[src/rtl/cnt_load_sched.sv]
// cnt_load_sched
//   Shares one loadable up-counter among NREQ timeout requesters. A
//   round-robin arbiter picks a requester, the counter is preloaded with that
//   requester's value and counts up (while cnt_en_i is high) to all-ones, then
//   the requester's done line pulses for one cycle.
//
//   Optional build macro: CNT_ABORT_EN adds abort_i / aborted_o, which cancel
//   the interval in progress (LOAD or COUNT) without a done pulse.
//
// Ports
//   clk         system clock, rising edge
//   rst         synchronous active-high reset
//   req_i       per-requester level request, held until done
//   load_val_i  packed preload values, slice k belongs to requester k
//   cnt_en_i    global count enable (counting stalls while low)
//   abort_i     (CNT_ABORT_EN) cancel the running interval
//   gnt_o       one-hot grant, registered
//   done_o      one-hot one-cycle completion pulse, registered
//   aborted_o   (CNT_ABORT_EN) one-cycle abort acknowledge, registered
//   busy_o      high in any state other than IDLE
//   cnt_o       current counter value
//   tc_o        terminal count: counter all-ones while in COUNT
module cnt_load_sched #(
  parameter int NREQ  = 4,
  parameter int WIDTH = 8
) (
  input  logic                  clk,
  input  logic                  rst,
  input  logic [NREQ-1:0]       req_i,
  input  logic [NREQ*WIDTH-1:0] load_val_i,
  input  logic                  cnt_en_i,
`ifdef CNT_ABORT_EN
  input  logic                  abort_i,
  output logic                  aborted_o,
`endif
  output logic [NREQ-1:0]       gnt_o,
  output logic [NREQ-1:0]       done_o,
  output logic                  busy_o,
  output logic [WIDTH-1:0]      cnt_o,
  output logic                  tc_o
);

  localparam int IW = (NREQ > 1) ? $clog2(NREQ) : 1;
  localparam logic [WIDTH-1:0] CNT_MAX = '1;
  localparam logic [NREQ-1:0]  ONE     = NREQ'(1);

  typedef enum logic [1:0] {IDLE, LOAD, COUNT, DONE} state_t;

  typedef struct packed {
    logic          vld;
    logic [IW-1:0] idx;
  } arb_t;

  state_t                     state;
  logic [IW-1:0]              sel;
  logic [IW-1:0]              last;
  logic [WIDTH-1:0]           cnt;
  logic [NREQ-1:0][WIDTH-1:0] load_arr;
  arb_t                       arb;
  logic                       abort;

  assign load_arr = load_val_i;

`ifdef CNT_ABORT_EN
  assign abort = abort_i;
`else
  assign abort = 1'b0;
`endif

  // Round-robin pick: first requesting index after 'last', wrapping. The
  // first hit in scan order wins, so the just-served requester is checked
  // last and can't starve anyone.
  always_comb begin
    arb = '0;
    for (int i = 0; i < NREQ; i++) begin
      int            pos;
      logic [IW-1:0] idx;
      pos = (int'(last) + 1 + i) % NREQ;
      idx = IW'(pos);
      if (!arb.vld && req_i[idx]) begin
        arb.vld = 1'b1;
        arb.idx = idx;
      end
    end
  end

  always_ff @(posedge clk) begin
    if (rst) begin
      state  <= IDLE;
      sel    <= '0;
      last   <= IW'(NREQ - 1);
      cnt    <= '0;
      gnt_o  <= '0;
      done_o <= '0;
`ifdef CNT_ABORT_EN
      aborted_o <= 1'b0;
`endif
    end else begin
      // Pulses default low; only the transition that owns them sets them.
      done_o <= '0;
`ifdef CNT_ABORT_EN
      aborted_o <= 1'b0;
`endif
      case (state)
        IDLE: begin
          if (arb.vld) begin
            sel   <= arb.idx;
            gnt_o <= ONE << arb.idx;
            state <= LOAD;
          end
        end
        LOAD: begin
          if (abort) begin
            gnt_o <= '0;
            last  <= sel;
            state <= IDLE;
`ifdef CNT_ABORT_EN
            aborted_o <= 1'b1;
`endif
          end else begin
            // Preload is sampled only here; later changes don't matter.
            cnt   <= load_arr[sel];
            state <= COUNT;
          end
        end
        COUNT: begin
          if (abort) begin
            gnt_o <= '0;
            last  <= sel;
            state <= IDLE;
`ifdef CNT_ABORT_EN
            aborted_o <= 1'b1;
`endif
          end else if (cnt == CNT_MAX) begin
            // Exit at all-ones regardless of cnt_en_i; counter never wraps.
            done_o <= ONE << sel;
            state  <= DONE;
          end else if (cnt_en_i) begin
            cnt <= cnt + 1'b1;
          end
        end
        DONE: begin
          gnt_o <= '0;
          last  <= sel;
          state <= IDLE;
        end
        default: state <= IDLE;
      endcase
    end
  end

  assign busy_o = (state != IDLE);
  assign cnt_o  = cnt;
  assign tc_o   = (state == COUNT) && (cnt == CNT_MAX);

endmodule

[config.mk]
export PLATFORM = sky130hd
export DESIGN_NAME = cnt_load_sched
export DESIGN_NICKNAME = d
export VERILOG_FILES = /design/src/rtl/cnt_load_sched.sv
export SDC_FILE = /design/constraint.sdc
export NUM_CORES = 1
export LEC_CHECK = 0
export ABC_AREA = 1
export CAP_MARGIN = 30
export CORE_MARGIN = 2
export CORE_UTILIZATION = 30
export CTS_BUF_LIST = sky130_fd_sc_hd__clkbuf_4 sky130_fd_sc_hd__clkbuf_8
export DETAILED_ROUTE_END_ITERATION = 10
export GPL_TIMING_DRIVEN = 1
export SYNTH_ARGS = -nofsm -noshare
export SYNTH_HDL_FRONTEND = slang
export SYNTH_SLANG_ARGS = --single-unit
[constraint.sdc]
create_clock -name clk -period 2.1 [get_ports clk]
set_input_delay 0.315 -clock clk [delete_from_list [all_inputs] [get_ports clk]]
set_output_delay 0.315 -clock clk [all_outputs]
set_load 0.02 [all_outputs]
==> impl_results.md <==
- Status: complete, no violations
- Layout cell share with drive strength beyond 1: 15.1%
- Io pins: 57
- Peak VDD IR: 595 uV
- Fin cells: 376
- Synthesized netlist net count: 289
- Hold WS: between 0.4 and 0.5 ns
- Area grow syn2layout: 41.5%
- H-tree depth reported by CTS: 1
- CTS tree: done
- Largest net degree at the start of global routing: 21
- Initial Util: 30.5%
- Total CTS buffers: 3
- RSZ-0062 raised after global routing: no
- FFs w/ async S/R, synth: 0%
- Worst R2R Start: cnt_o[1]
- Post-synth EDFFs: 0
- Synth warn: 0
- PortBufs: 56
- Die Wd: between 70 and 80 um
- Clk_skew: approximately 0.0084 ns
- Final wirelength: 4.41 mm
- Worst-skew pair later-pin latency: 0.27 ns
- Post-Synthesis Cells: 246
- Vias/cell: roughly 4.6
- Cells along the critical path: inv_1 -> ha_1 -> inv_1 -> clkdlybuf4s50_1
- Placed Cells: 373
- Routing usage on met2: 23.4%
- Row cnt: 27
- Synth cell types: 33
- Max Freq: 0.517 GHz
- Power Density: 1140 nW/um2
- Vias in the first global route: 1597
- First-pass GRT wire length: 7.41 mm
- CP top delay family: buffers and inverters
- Complex-gate fraction of the synthesized area: approximately 22%
- Synth Area per Inst: 6.71 um2
- Antenna cell count: 0
- Post-synthesis cell area: 1650 um2
- Slowest CP cell: clkdlybuf4s50_1
- DRT antenna net count: 0
- Final setup TNS: 0 ns
- HP Class: flop to flop
- Multiplexer share of the synthesized area: 0%
- Total number of vias: ~1.7k
- Wirelength per Cell: 11.7 um
- Setup crit end kind: primary output
- Clock Tree Root: clkbuf_8
- Slew headroom: 71.1%
- Hold Buf Count CTS: 0
- Die area: ~6100 um2
- Xor/xnor cell area share of the yosys netlist: 1.59%
- # DRC: 0
- Die Y: between 70 and 80 um
- Tmin final: 1.93 ns
- Ys flop type: dfxtp_1
- CP Data Arrival Time: 1.62 ns
- Total gr overflow: 0
- Leakage: 1.02 nW
- Max incr delay on CP: 0.60 ns
- Actual slew at the worst max-slew pin: around 0.43 ns
- Tcrit/Tclk final: 92.1%
- Post-synthesis adder-cell area fraction: around 3%
- Min-delay src: gnt_o[0]
- Startpoint Class: flop
- Max clock buf depth: 2
- Endpoints failing hold: 0
- GR Util met1: 21.9%
- Endpoints failing setup: 0
- Clock sink total: 22
- Total track usage: roughly 15%
- Worst Path Max Fanout: 4
- Final Wtd Congestion: around 0.86
- CP most frequent cell: inv_1
- Synth Area in Simple Gates: 37.5%
- DRT iter0 DRCs: between 100 and 150
- Yosys reg bits: 22
- Seq/Total Area, Yosys: 26.7%
- Worst-path clk slew: 0.08 ns
- Core Area: 5410 um2
- Slew Limit Fails: 0
- Setup CP Type: flop to primary output
- 1st-pass router iterations: 4
- Met3 Resource Use GR: 1.72%
- Crit path launch: state[1]
- NumNets Final: between 300 and 400
- Crit path buffers/inverters: 3
- Initial antenna violation count: 0
- Required time worst endpoint: 1.78 ns
- Largest family of logic cells by synthesized area: simple AND/OR/NAND/NOR gates
- Max Cap Violations: 0
- DP Wirelength: 3.48 mm
- Grt peak-use layer: met2
[cell families (layout without fill, tap and decap cells)]
family | after synthesis | count (layout)
flip-flops | 22 | 22
buffers and inverters | 34 | 92
XOR/XNOR | 3 | 3
adder cells (fa/ha/maj) | 4 | 4
AO/OA/AOI/OAI | 62 | 62
AND/OR/NAND/NOR | 121 | 121
[per-stage QoR]
step | worst slack, ns | instance area (um2) | power, mW | util, %
2_1_floorplan | 0.323 | 1650 | 1.89 | -
3_3_place_gp | 0.130 | 2300 | 2.40 | 42.5
3_5_place_dp | 0.0749 | 2300 | 2.41 | 42.5
4_1_cts | 0.0371 | 2340 | 2.69 | 43.3
5_1_grt | 0.0504 | 2340 | 2.94 | 43.2
6_report | 0.166 | 2340 | 2.67 | 43.2
[cells in the final DEF (no fill, tap or decap), types with 2 or more instances in the layout]
cell type,n
a211oi_1,2
a21oi_1,10
a21oi_2,4
a31oi_1,4
buf_4,8
clkbuf_8,3
clkdlybuf4s50_1,55
clkinv_1,2
dfxtp_1,22
ha_1,4
inv_1,20
inv_2,2
nand2_1,54
nand2_2,8
nand2_4,6
nand3_1,12
nand3_2,4
nor2_1,25
nor2_4,2
nor3_1,4
o21ai_0,32
o21ai_2,2
o22ai_1,7
xor2_1,3
[tightest hold or removal path: stages, from the launching register on]
cell	delay, ns
dfxtp_1	0.31
nand2_1	0.08
a21oi_2	0.05
[per-layer routing]
metal | wire length, um | vias to the layer above
met3 | 201 | 4
met2 | 1970 | 33
met4 | 31 | 0
li1 | - | 931
met1 | 2200 | 748
met5 | 0 | -
[cell usage after synthesis (5+ instances only)]
cell	count	area, um2
nand2_4	6	67.6
nor2_1	25	93.8
o21ai_0	32	160
o22ai_1	7	43.8
a21oi_1	10	50.1
inv_1	20	75.1
nand3_1	12	60.1
dfxtp_1	22	440
nand2_1	54	203
clkbuf_1	5	18.8
nand2_2	8	50.1
[power breakdown]
part           total (mW)  internal, mW  switching [mW]
clock               0.263         0.128           0.135
combinational        1.77         0.691            1.08
sequential          0.637         0.539          0.0981
total                2.67          1.36            1.31
[sequential cells by signal, indices dropped and copies added, names as in the netlist]
name / count
last: 2
state: 2
done_o: 4
cnt_o: 8
gnt_o: 4
sel: 2
[worst paths after layout]
kind | end | slack (ns) | depth (start not counted)
max reg2reg | cnt_o[4] | 0.34 | 9
max | busy_o | 0.17 | 4
min | gnt_o[0] | 0.48 | 2
min reg2reg | gnt_o[0] | 0.48 | 2
[layout make-up]
cell class / instances / area [um2]
inverter: 25 / 96.3
fill: 592 / 3070
tap: 72 / 90.1
timing repair buffer: 64 / 616
clock buffer: 3 / 41.3
sequential: 22 / 440
multi-input combinational: 190 / 1050
[what timing repair did]
action                                  4_1_cts  5_1_grt
pin swaps                                     0        0
endpoints found under the setup margin        1        1
buffers inserted                              0        0
gates resized for setup                       1        2
endpoints found under the hold margin         0        0
No activity file was read; power rests on OpenSTA's default activity.
